--- src/rtl/wb_axil_bridge.sv ---
// Wishbone target to AXI4-Lite master bridge with registered request capture,
// bus timeout with safe drain of abandoned transactions, and error statistics.
module wb_axil_bridge #(
    parameter int ADDR_W      = 18,
    parameter int DATA_W      = 32,
    parameter int TIMEOUT     = 1024,
    parameter int ERR_ON_RESP = 1,
    parameter int CNT_W       = 8
) (
    input  logic                  aclk,
    input  logic                  aresetn,
    input  logic                  wb_cyc_i,
    input  logic                  wb_stb_i,
    input  logic                  wb_we_i,
    input  logic [ADDR_W-1:0]     wb_adr_i,
    input  logic [DATA_W-1:0]     wb_dat_i,
    input  logic [DATA_W/8-1:0]   wb_sel_i,
    output logic [DATA_W-1:0]     wb_dat_o,
    output logic                  wb_ack_o,
    output logic                  wb_err_o,
    output logic                  wb_rty_o,
    output logic [ADDR_W-1:0]     m_axi_awaddr,
    output logic                  m_axi_awvalid,
    input  logic                  m_axi_awready,
    output logic [DATA_W-1:0]     m_axi_wdata,
    output logic [DATA_W/8-1:0]   m_axi_wstrb,
    output logic                  m_axi_wvalid,
    input  logic                  m_axi_wready,
    input  logic [1:0]            m_axi_bresp,
    input  logic                  m_axi_bvalid,
    output logic                  m_axi_bready,
    output logic [ADDR_W-1:0]     m_axi_araddr,
    output logic                  m_axi_arvalid,
    input  logic                  m_axi_arready,
    input  logic [DATA_W-1:0]     m_axi_rdata,
    input  logic [1:0]            m_axi_rresp,
    input  logic                  m_axi_rvalid,
    output logic                  m_axi_rready,
    output logic                  bridge_err_o,
    output logic                  timeout_o,
    output logic [CNT_W-1:0]      err_count_o,
    output logic [ADDR_W-1:0]     err_addr_o
);

    localparam int TW = (TIMEOUT > 1) ? $clog2(TIMEOUT) : 1;
    localparam logic [TW-1:0] TO_LAST = TW'((TIMEOUT > 0) ? TIMEOUT - 1 : 0);

    typedef enum logic [2:0] {IDLE, ISSUE, RESP, DONE, DRAIN} state_t;

    state_t              state;
    logic                we_q;
    logic [ADDR_W-1:0]   adr_q;
    logic [DATA_W-1:0]   dat_q;
    logic [DATA_W/8-1:0] sel_q;
    logic [TW-1:0]       tcnt;

    logic       aw_ok, w_ok, resp_hs, tmo_hit, fire, log_err;
    logic [1:0] resp_code;

    assign m_axi_awaddr = adr_q;
    assign m_axi_araddr = adr_q;
    assign m_axi_wdata  = dat_q;
    assign m_axi_wstrb  = sel_q;
    assign wb_rty_o     = 1'b0;

    // A channel counts as complete once its valid has dropped or is handshaking now.
    assign aw_ok     = !m_axi_awvalid || m_axi_awready;
    assign w_ok      = !m_axi_wvalid || m_axi_wready;
    assign resp_hs   = we_q ? (m_axi_bvalid && m_axi_bready) : (m_axi_rvalid && m_axi_rready);
    assign resp_code = we_q ? m_axi_bresp : m_axi_rresp;
    assign tmo_hit   = (TIMEOUT != 0) && (tcnt == TO_LAST);
    // A response landing on the timeout cycle takes priority over the timeout.
    assign fire      = tmo_hit && ((state == ISSUE) || ((state == RESP) && !resp_hs));
    assign log_err   = fire || ((state == RESP) && resp_hs && resp_code[1]);

    always_ff @(posedge aclk or negedge aresetn) begin
        if (!aresetn) begin
            state         <= IDLE;
            we_q          <= 1'b0;
            adr_q         <= '0;
            dat_q         <= '0;
            sel_q         <= '0;
            tcnt          <= '0;
            m_axi_awvalid <= 1'b0;
            m_axi_wvalid  <= 1'b0;
            m_axi_arvalid <= 1'b0;
            m_axi_bready  <= 1'b0;
            m_axi_rready  <= 1'b0;
            wb_dat_o      <= '0;
            wb_ack_o      <= 1'b0;
            wb_err_o      <= 1'b0;
            bridge_err_o  <= 1'b0;
            timeout_o     <= 1'b0;
            err_count_o   <= '0;
            err_addr_o    <= '0;
        end else begin
            wb_ack_o     <= 1'b0;
            wb_err_o     <= 1'b0;
            bridge_err_o <= 1'b0;
            timeout_o    <= 1'b0;

            case (state)
                IDLE: begin
                    if (wb_cyc_i && wb_stb_i) begin
                        we_q          <= wb_we_i;
                        adr_q         <= wb_adr_i;
                        dat_q         <= wb_dat_i;
                        sel_q         <= wb_sel_i;
                        tcnt          <= '0;
                        m_axi_awvalid <= wb_we_i;
                        m_axi_wvalid  <= wb_we_i;
                        m_axi_arvalid <= !wb_we_i;
                        state         <= ISSUE;
                    end
                end
                ISSUE: begin
                    tcnt <= tcnt + 1'b1;
                    if (m_axi_awready) m_axi_awvalid <= 1'b0;
                    if (m_axi_wready)  m_axi_wvalid  <= 1'b0;
                    if (m_axi_arready) m_axi_arvalid <= 1'b0;
                    if (fire || (we_q ? (aw_ok && w_ok) : m_axi_arready)) begin
                        m_axi_bready <= we_q;
                        m_axi_rready <= !we_q;
                        state        <= fire ? DRAIN : RESP;
                    end
                end
                RESP: begin
                    tcnt <= tcnt + 1'b1;
                    if (resp_hs) begin
                        m_axi_bready <= 1'b0;
                        m_axi_rready <= 1'b0;
                        if (!we_q) wb_dat_o <= m_axi_rdata;
                        if (resp_code[1] && (ERR_ON_RESP != 0)) wb_err_o <= 1'b1;
                        else                                    wb_ack_o <= 1'b1;
                        state <= DONE;
                    end else if (fire) begin
                        state <= DRAIN;
                    end
                end
                DONE: state <= IDLE;
                DRAIN: begin
                    // Outstanding valids stay up until accepted; the late response is dropped.
                    if (m_axi_awready) m_axi_awvalid <= 1'b0;
                    if (m_axi_wready)  m_axi_wvalid  <= 1'b0;
                    if (m_axi_arready) m_axi_arvalid <= 1'b0;
                    if (resp_hs) begin
                        m_axi_bready <= 1'b0;
                        m_axi_rready <= 1'b0;
                        state        <= IDLE;
                    end
                end
                default: state <= IDLE;
            endcase

            if (fire) begin
                wb_err_o  <= 1'b1;
                timeout_o <= 1'b1;
            end
            if (log_err) begin
                bridge_err_o <= 1'b1;
                err_addr_o   <= adr_q;
                if (err_count_o != '1) err_count_o <= err_count_o + 1'b1;
            end
        end
    end

endmodule

--- config.mk ---
export PLATFORM = sky130hd
export DESIGN_NAME = wb_axil_bridge
export DESIGN_NICKNAME = d
export VERILOG_FILES = /design/src/rtl/wb_axil_bridge.sv
export SDC_FILE = /design/constraint.sdc
export NUM_CORES = 1
export LEC_CHECK = 0
export CORE_MARGIN = 4
export CORE_UTILIZATION = 36
export DETAILED_ROUTE_END_ITERATION = 8
export GPL_TIMING_DRIVEN = 0
export PLACE_DENSITY = 0.78
export SLEW_MARGIN = 20
export SYNTH_ARGS = -nofsm -noshare
export SYNTH_HDL_FRONTEND = slang
export SYNTH_SLANG_ARGS = --single-unit
--- constraint.sdc ---
create_clock -name aclk -period 6.2 [get_ports aclk]
set_input_delay 1.86 -clock aclk [delete_from_list [all_inputs] [get_ports aclk]]
set_output_delay 1.86 -clock aclk [all_outputs]
set_load 0.02 [all_outputs]
==> flow_metrics.env, run 1 <==
export IMPL_outcome="complete, no violations"
export IMPL_synthSimpleGateAreaFrac_pct=6.61
export IMPL_ys_seq_area_share_pct=59.9
export IMPL_placed_cells=844
export IMPL_crit_buf_inv=3
export IMPL_synthMuxAreaShare_pct=22.3
export IMPL_setup_violations=0
export IMPL_synth_edff_count=0
export IMPL_cp_top_family="buffers and inverters"
export IMPL_synthAdderAreaFrac_pct=0.444
export IMPL_grt_antenna_before_repair=0
export IMPL_drt_vias_per_instance=4.66
export IMPL_synth_compound_area_share_pct=4.21
export IMPL_io_pins=240
export IMPL_synth_warnings=0
export IMPL_intPower_mw=3.08
export IMPL_seq_power_share_pct=32.0
export IMPL_whs_ps=504
export IMPL_synth_top_family_by_area="multiplexers"
export IMPL_rsz0062_at_grt="no"
export IMPL_clock_skew_final_ps=7.84
export IMPL_p_sw_mw=1.64
export IMPL_yosys_most_used_dff="dfrtp_1"
export IMPL_drt_total_wl_um=14700
export IMPL_ctsResizeCount=0
export IMPL_post_drt_wl_per_cell_um=16.9
export IMPL_avgSynthCellArea_um2=14.2
export IMPL_min_path_type="reg -> reg"
export IMPL_final_hold_viol_count=0
export IMPL_clock_sinks=135
export IMPL_syn_inst=396
export IMPL_clockRootBuffer="clkbuf_16"
export IMPL_instances_no_fill=874
export IMPL_hold_buffers=0
export IMPL_async_flop_share_pct=100
export IMPL_cp_slowest_cell="clkdlybuf4s50_1"
export IMPL_crit_required_ps=6490
export IMPL_fmax_ghz=0.271
export IMPL_clk_latency_ps=410
export IMPL_diodes=0
export IMPL_end_kind="register"
export IMPL_power_mw=4.72
export IMPL_ctsLongestPathBuffers=2
export IMPL_overflow=0
export IMPL_rows=45
export IMPL_grt_max_degree=76
export IMPL_first_global_vias=4597
export IMPL_dp_hpwl_um=11300
export IMPL_cts_buffers=17
export IMPL_vias=4076
export IMPL_power_leakage_nw=3.80
export IMPL_min_period_over_period_pct=59.6
export IMPL_area_growth_pct=57.3
export IMPL_worstSetupPathType="in -> reg"
export IMPL_post_place_ws_ps=1920
export IMPL_cts_tree="yes"
export IMPL_netlist_area_um2=5640
export IMPL_irDropWorstVdd_uv=294
export IMPL_drv_slew=0
export IMPL_grt_use_total_pct=17.2
export IMPL_drtIter0Drc=115
export IMPL_startpoint_type="primary input"
export IMPL_fin_nets=754
export IMPL_period_needed_ps=3700
export IMPL_ys_ff_latch=135
export IMPL_place_area_um2=8300
export IMPL_crit_top_cell="buf_2"
export IMPL_io_buffer_count=236
export IMPL_critPathArrivalTime_ps=3990
export IMPL_worstPathCellList="clkdlybuf4s50_1 > nand2_1 > nor4_1 > buf_2 > buf_2 > mux2_2"
export IMPL_final_layout_size_suffix_gt1_share_pct=27.1
export IMPL_swShare_pct=34.7
export IMPL_layout_setup_ws_ps=2500
export IMPL_post_cts_buffers=0
export IMPL_drc=0
export IMPL_synth_cell_types=47
export IMPL_dieArea_um2=17700
export IMPL_worstMarginPinSlew_ps=737
export IMPL_clk_pin_slew_ps=60
export IMPL_grt_pass1_wl_um=24100
export IMPL_htreeDepth=4
export IMPL_core_region_area_um2=15300
export IMPL_maxSlewHeadroom_pct=50.6
export IMPL_drt_pass1_iterations=4
export IMPL_p_comb_share_pct=47.5
export IMPL_path_max_fanout=10
export IMPL_initial_core_util_pct=37.0
export IMPL_fin_setup_tns_ps=0
export IMPL_routabilityCongestion=0.811
export IMPL_synth_net_count=498
export IMPL_clkPwrFrac_pct=20.5
export IMPL_ant_nets=0
export IMPL_max_stage_delay_ps=520
export IMPL_cellPowerDensity_nw_per_um2=532
export IMPL_die_x_um=133
export IMPL_synthXorXnorAreaFrac_pct=1.86
export IMPL_maxCapViolCount=0
export IMPL_fin_util_pct=58.2
export IMPL_final_area_um2=8870
export IMPL_dieHeight_um=133
## synthesized netlist by cell type, types with 2 or more instances
| cell | number | share of area [%] |
|---|---|---|
| dfrtp_1 | 135 | 60 |
| mux2_2 | 108 | 22 |
| buf_4 | 20 | 2.7 |
| nor2_1 | 16 | 1.1 |
| buf_2 | 10 | 0.89 |
| xor2_1 | 9 | 1.4 |
| nand2_1 | 8 | 0.53 |
| nand3_1 | 7 | 0.62 |
| nand4_1 | 6 | 0.67 |
| o21ai_0 | 6 | 0.53 |
| a211oi_1 | 4 | 0.53 |
| a21oi_1 | 4 | 0.35 |
| a31oi_1 | 4 | 0.44 |
| and3_1 | 4 | 0.44 |
| inv_1 | 4 | 0.27 |
| nand2b_1 | 4 | 0.44 |
| buf_6 | 3 | 0.60 |
| clkbuf_1 | 3 | 0.20 |
| nor2b_1 | 3 | 0.33 |
| nor3b_1 | 3 | 0.40 |
| xnor2_1 | 3 | 0.47 |
| a22o_1 | 2 | 0.31 |
| a41oi_1 | 2 | 0.31 |
| and4_1 | 2 | 0.31 |
| ha_1 | 2 | 0.44 |
| mux2_1 | 2 | 0.40 |
| mux2i_1 | 2 | 0.35 |
## kinds of logic (layout without fill, tap and decap cells)
logic type                 after synthesis  after routing
DFF                                    135            135
adders and majority gates                2              2
muxes                                  112            112
other                                    1              1
buffers and inverters                   40            307
and+or+nand+nor                         64             64
xor gates and xnor gates                12             12
AOI/OAI and AO/OA                       30             30
## metal layers
| layer | GRT usage (%) | wire length (um) |
|---|---|---|
| met1 | 19.5 | 5820 |
| met2 | 29.2 | 7330 |
| met3 | 7.48 | 1390 |
| met4 | 5.49 | 204 |
| met5 | 0 | 0 |
## flip-flops by register name, summed over array words and instances, names as in the netlist, 3 cells and up
signal and cells:
tcnt 10, err_addr_o 18, state 3, m_axi_wstrb 4, err_count_o 8, wb_dat_o 32, m_axi_araddr 18, m_axi_wdata 32
## worst paths after layout
path	slack [ps]	startpoint	depth (start not counted)	end
worst max register to register	3890	tcnt[0]	6	err_count_o[1]
worst max-delay path	2500	wb_cyc_i	6	m_axi_wdata[3]
worst min register to register	500	m_axi_wdata[13]	1	m_axi_wdata[13]
min in group asynchronous	1370	aresetn	1	wb_dat_o[4]
worst min-delay path	500	m_axi_wdata[13]	1	m_axi_wdata[13]
max in group asynchronous	4110	aresetn	2	err_count_o[0]
## power groups by stage
stage / Combinational, mW / Clock, mW / Sequential, mW
floorplan: 0.736 / 0 / 1.93
global route: 2.38 / 1.03 / 1.57
detailed placement: 2.26 / 0 / 1.53
global placement: 2.22 / 0 / 1.50
CTS: 2.27 / 0.998 / 1.52
finish: 2.24 / 0.966 / 1.51
## layout make-up
class                   count  area [um2]
clock inverters             8        98.8
well taps                 211         264
fillers                  1222        6380
inverters                   4        15.0
flip-flops and latches    135        3380
clock buffers              22         474
repair buffers            237        2390
plain buffers              36         245
multi-input cells         221        2000
## placed cells by master (no fill, tap or decap), types with 4 or more instances in the layout
master,n
a211oi_1,4
a21oi_1,4
a31oi_1,4
and3_1,4
buf_2,10
buf_4,20
clkbuf_1,5
clkbuf_16,17
clkdlybuf4s50_1,235
dfrtp_1,135
inv_1,4
mux2_2,108
nand2_1,8
nand2b_1,4
nand3_1,7
nand4_1,6
nor2_1,16
o21ai_0,6
xor2_1,9
(Power assumes the default switching activity.)
==> inputs of run 2 (changes only) <==
- PLACE_DENSITY: 0.78 -> 0.8
- clock period: 6.2 -> 3.3 ns (I/O delays scaled with it)
==> flow_metrics.env, run 2 (synthesis results as in run 1) <==
export IMPL_outcome="complete, no violations"
export IMPL_ant_nets=0
export IMPL_drc=0
export IMPL_setup_violations=0
export IMPL_worstSetupPathType="in -> reg"
export IMPL_dieHeight_um=133
export IMPL_grt_max_degree=69
export IMPL_io_buffer_count=236
export IMPL_cts_buffers=17
export IMPL_drt_vias_per_instance=4.71
export IMPL_hold_buffers=0
export IMPL_mostFrequentLayoutCell="clkdlybuf4s50_1"
export IMPL_htreeDepth=4
export IMPL_drt_total_wl_um=14200
export IMPL_hp_start="tcnt[0]"
export IMPL_most_common_layout_cells="clkdlybuf4s50_1, dfrtp_1, mux2_2"
export IMPL_drt_pass1_iterations=6
export IMPL_worstReg2RegStart="tcnt[0]"
export IMPL_startpoint_type="primary input"
export IMPL_maxCapViolCount=0
export IMPL_cts_tree="yes"
export IMPL_fin_util_pct=58.6
export IMPL_path_max_fanout=10
export IMPL_fin_nets=754
export IMPL_r2r_end="err_count_o[1]"
export IMPL_die_x_um=133
export IMPL_grt_antenna_before_repair=0
export IMPL_clk_pin_slew_ps=60
export IMPL_clk_latency_ps=410
export IMPL_drtIter0Drc=87
export IMPL_hold_path_endpoint="tcnt[0]"
export IMPL_initial_core_util_pct=37.0
export IMPL_post_drt_wl_per_cell_um=16.3
export IMPL_r2r_slack_ps=990
export IMPL_whs_ps=500
export IMPL_clockRootBuffer="clkbuf_16"
export IMPL_area_growth_pct=58.4
export IMPL_end_kind="register"
export IMPL_diodes=0
export IMPL_clock_sinks=135
export IMPL_period_needed_ps=2720
export IMPL_io_pins=240
export IMPL_rsz0062_at_grt="no"
export IMPL_maxSlewHeadroom_pct=53.9
export IMPL_dp_hpwl_um=10700
export IMPL_irDropWorstVdd_uv=601
export IMPL_fmax_ghz=0.367
export IMPL_rows=45
export IMPL_routabilityCongestion=0.788
export IMPL_core_region_area_um2=15300
export IMPL_final_hold_viol_count=0
export IMPL_overflow=0
export IMPL_drv_slew=0
export IMPL_crit_required_ps=3590
export IMPL_power_leakage_nw=3.83
export IMPL_first_global_vias=4528
export IMPL_worstMarginPinSlew_ps=688
export IMPL_ctsLongestPathBuffers=2
export IMPL_dieArea_um2=17700
export IMPL_min_period_over_period_pct=82.5
export IMPL_ctsResizeCount=0
export IMPL_vias=4118
export IMPL_rr_worst_depth=6
export IMPL_clock_skew_final_ps=5.96
export IMPL_min_path_type="reg -> reg"
export IMPL_cellPowerDensity_nw_per_um2=1010
export IMPL_final_layout_size_suffix_gt1_share_pct=27.3
export IMPL_grt_use_total_pct=16.6
export IMPL_post_cts_buffers=0
export IMPL_grt_pass1_wl_um=23400
export IMPL_hold_path_cell_count=1
export IMPL_critPathArrivalTime_ps=3010
==> run 2: through the flow <==
stage               setup TNS, ps  instance area [um2]  power, mW  setup WS [ps]  std cells
finish                          0                 8940       9.04            577        875
detailed placement              0                 8300       7.08            102        844
global placement          -523950                 8270       6.97          -3890        843
CTS                             0                 8940       9.17            520        875
global route                    0                 8940       9.54            457        875
floorplan                       0                 5640       5.00            884        396
==> run 2: cell type report <==
class,count,area (um2)
inverters,4,15.0
repair buffers,237,2390
multi-input cells,221,2000
clock inverters,12,203
well taps,211,264
clock buffers,19,433
fillers,1241,6320
plain buffers,36,245
flip-flops and latches,135,3380
==> run 2: worst max-delay path: stages <==
cell,delay [ps]
clkdlybuf4s50_1,450
nand3_1,150
and2_4,220
o32ai_4,560
and2_2,300
mux2_1,330
==> run 2: worst max-delay path by stage <==
stage | from | to | slack (ps) | cells after the start
2_1_floorplan | m_axi_bvalid | err_count_o[1] | 880 | 5
3_3_place_gp | aresetn | m_axi_wdata[31] | -3890 | 1
3_5_place_dp | m_axi_bvalid | err_count_o[1] | 100 | 6
4_1_cts | m_axi_bvalid | err_count_o[1] | 520 | 6
5_1_grt | m_axi_bvalid | err_count_o[1] | 460 | 6
6_report | m_axi_bvalid | err_count_o[1] | 580 | 6
==> run 2: routing by layer <==
| layer | track usage (%) | part of all wire, % | vias up | routed length, um |
|---|---|---|---|---|
| met5 | 0 | 0 | - | 0 |
| met4 | 5.77 | 1.7 | 0 | 241 |
| met3 | 6.95 | 8.7 | 19 | 1230 |
| met2 | 27.8 | 51 | 176 | 7210 |
| met1 | 19.2 | 39 | 2019 | 5550 |
| li1 | - | - | 1904 | - |
==> run 2: where the power goes <==
group | switching (mW) | internal [mW] | total [mW]
clock | 0.692 | 1.34 | 2.03
sequential | 0.466 | 2.37 | 2.83
combinational | 1.92 | 2.26 | 4.18
total | 3.08 | 5.96 | 9.04
==> inputs of run 3 (changes only) <==
- PLACE_DENSITY: 0.8 -> 0.78
- clock period: 3.3 -> 2.8 ns (I/O delays scaled with it)
==> flow_metrics.env, run 3 (synthesis results as in run 1) <==
export IMPL_max_stage_delay_ps=590
export IMPL_initial_core_util_pct=37.0
export IMPL_rr_worst_depth=6
export IMPL_htreeDepth=4
export IMPL_drv_slew=0
export IMPL_final_hold_viol_count=0
export IMPL_min_path_type="in -> async"
export IMPL_layout_setup_ws_ps=201
export IMPL_min_period_over_period_pct=92.8
export IMPL_nFillCells=1222
export IMPL_post_place_ws_ps=-458
export IMPL_fin_nets=754
export IMPL_cts_tree="yes"
export IMPL_fin_util_pct=58.2
export IMPL_path_max_fanout=10
export IMPL_outcome="complete, no violations"
export IMPL_first_global_vias=4597
export IMPL_setup_violations=0
export IMPL_final_layout_size_suffix_gt1_share_pct=27.3
export IMPL_maxSlewHeadroom_pct=52.0
export IMPL_io_buffer_count=236
export IMPL_drt_total_wl_um=14800
export IMPL_cts_buffers=17
export IMPL_cp_slowest_cell="o32ai_4"
export IMPL_overflow=0
export IMPL_startpoint_type="primary input"
export IMPL_io_pins=240
export IMPL_cp_depth=6
export IMPL_rows=45
export IMPL_dp_hpwl_um=11300
export IMPL_clock_sinks=135
export IMPL_fin_setup_tns_ps=0
export IMPL_core_region_area_um2=15300
export IMPL_dieArea_um2=17700
export IMPL_critPathArrivalTime_ps=2890
export IMPL_ant_nets=0
export IMPL_ctsLongestPathBuffers=2
export IMPL_worstSetupPathType="in -> reg"
export IMPL_diodes=0
export IMPL_most_common_layout_cells="clkdlybuf4s50_1, dfrtp_1, mux2_2"
export IMPL_cp_top_family="simple AND/OR/NAND/NOR gates"
export IMPL_crit_required_ps=3090
export IMPL_period_needed_ps=2600
export IMPL_grt_pass1_wl_um=24100
export IMPL_grt_max_degree=76
export IMPL_worstPathCellList="clkdlybuf4s50_1 > nand3_1 > and2_4 > o32ai_4 > and2_2 > mux2_1"
export IMPL_post_drt_wl_per_cell_um=16.9
export IMPL_maxCapViolCount=0
export IMPL_drc=0
export IMPL_clock_skew_final_ps=9.02
export IMPL_vias=4089
export IMPL_area_growth_pct=57.4
export IMPL_end_kind="register"
export IMPL_clk_pin_slew_ps=50
export IMPL_die_x_um=133
export IMPL_rsz0062_at_grt="no"
export IMPL_mostFrequentLayoutCell="clkdlybuf4s50_1"
export IMPL_clockRootBuffer="clkbuf_16"
export IMPL_crit_buf_inv=1
export IMPL_grt_use_total_pct=17.2
export IMPL_drt_pass1_iterations=4
export IMPL_irDropWorstVdd_uv=651
export IMPL_cellPowerDensity_nw_per_um2=1180
export IMPL_hold_buffers=0
export IMPL_clk_latency_ps=410
export IMPL_drt_vias_per_instance=4.68
export IMPL_grt_antenna_before_repair=0
export IMPL_fmax_ghz=0.385
export IMPL_routabilityCongestion=0.811
export IMPL_power_mw=10.5
export IMPL_dieHeight_um=133
export IMPL_power_leakage_nw=3.80
export IMPL_drtIter0Drc=100
export IMPL_worstMarginPinSlew_ps=716
## run 3: through the flow
stage	area, um2	hold WS [ps]	instances
after global routing	8880	376	874
after global placement	8270	489	843
after CTS	8870	348	874
final	8880	353	874
after detailed placement	8300	494	844
after floorplan	5640	468	396
## run 3: area by class of cell
class | count | area [um2] | share of cell area, %
sequential | 135 | 3380 | 38.0
timing repair buffer | 237 | 2390 | 27.0
multi-input combinational | 221 | 2010 | 22.6
clock buffer | 22 | 474 | 5.34
tap | 211 | 264 | 2.97
buffer | 36 | 245 | 2.76
clock inverter | 8 | 98.8 | 1.11
inverter | 4 | 15.0 | 0.169
## run 3: report_power, final
part	switching (mW)	internal, mW	total, mW
clock	0.774	1.37	2.14
combinational	2.30	2.66	4.97
sequential	0.558	2.79	3.35
total	3.63	6.82	10.5
## run 3: timing repair
item                                   4_1_cts  5_1_grt
setup endpoints to repair                    0       29
buffers inserted                             0        0
gates resized for setup                      0        1
endpoints found under the hold margin        0        0
## run 3: path summary, 6_finish.rpt
kind                            startpoint               to  slack [ps]
hold reg to reg            m_axi_wdata[13]  m_axi_wdata[13]         500
min in group aclk          m_axi_wdata[13]  m_axi_wdata[13]         500
max in group asynchronous          aresetn   err_count_o[0]        1720
setup / recovery              m_axi_bvalid   err_count_o[1]         200
hold / removal                     aresetn      wb_dat_o[4]         350
setup reg to reg                   tcnt[0]   err_count_o[1]         480
## run 3: routing by layer
| layer | vias to the layer above | GRT usage [%] | routed length (um) | share of wire [%] |
|---|---|---|---|---|
| li1 | 1892 | - | - | - |
| met1 | 2016 | 19.5 | 5810 | 39 |
| met2 | 165 | 29.2 | 7350 | 50 |
| met3 | 16 | 7.48 | 1380 | 9.4 |
| met4 | 0 | 5.49 | 204 | 1.4 |
| met5 | - | 0 | 0 | 0 |
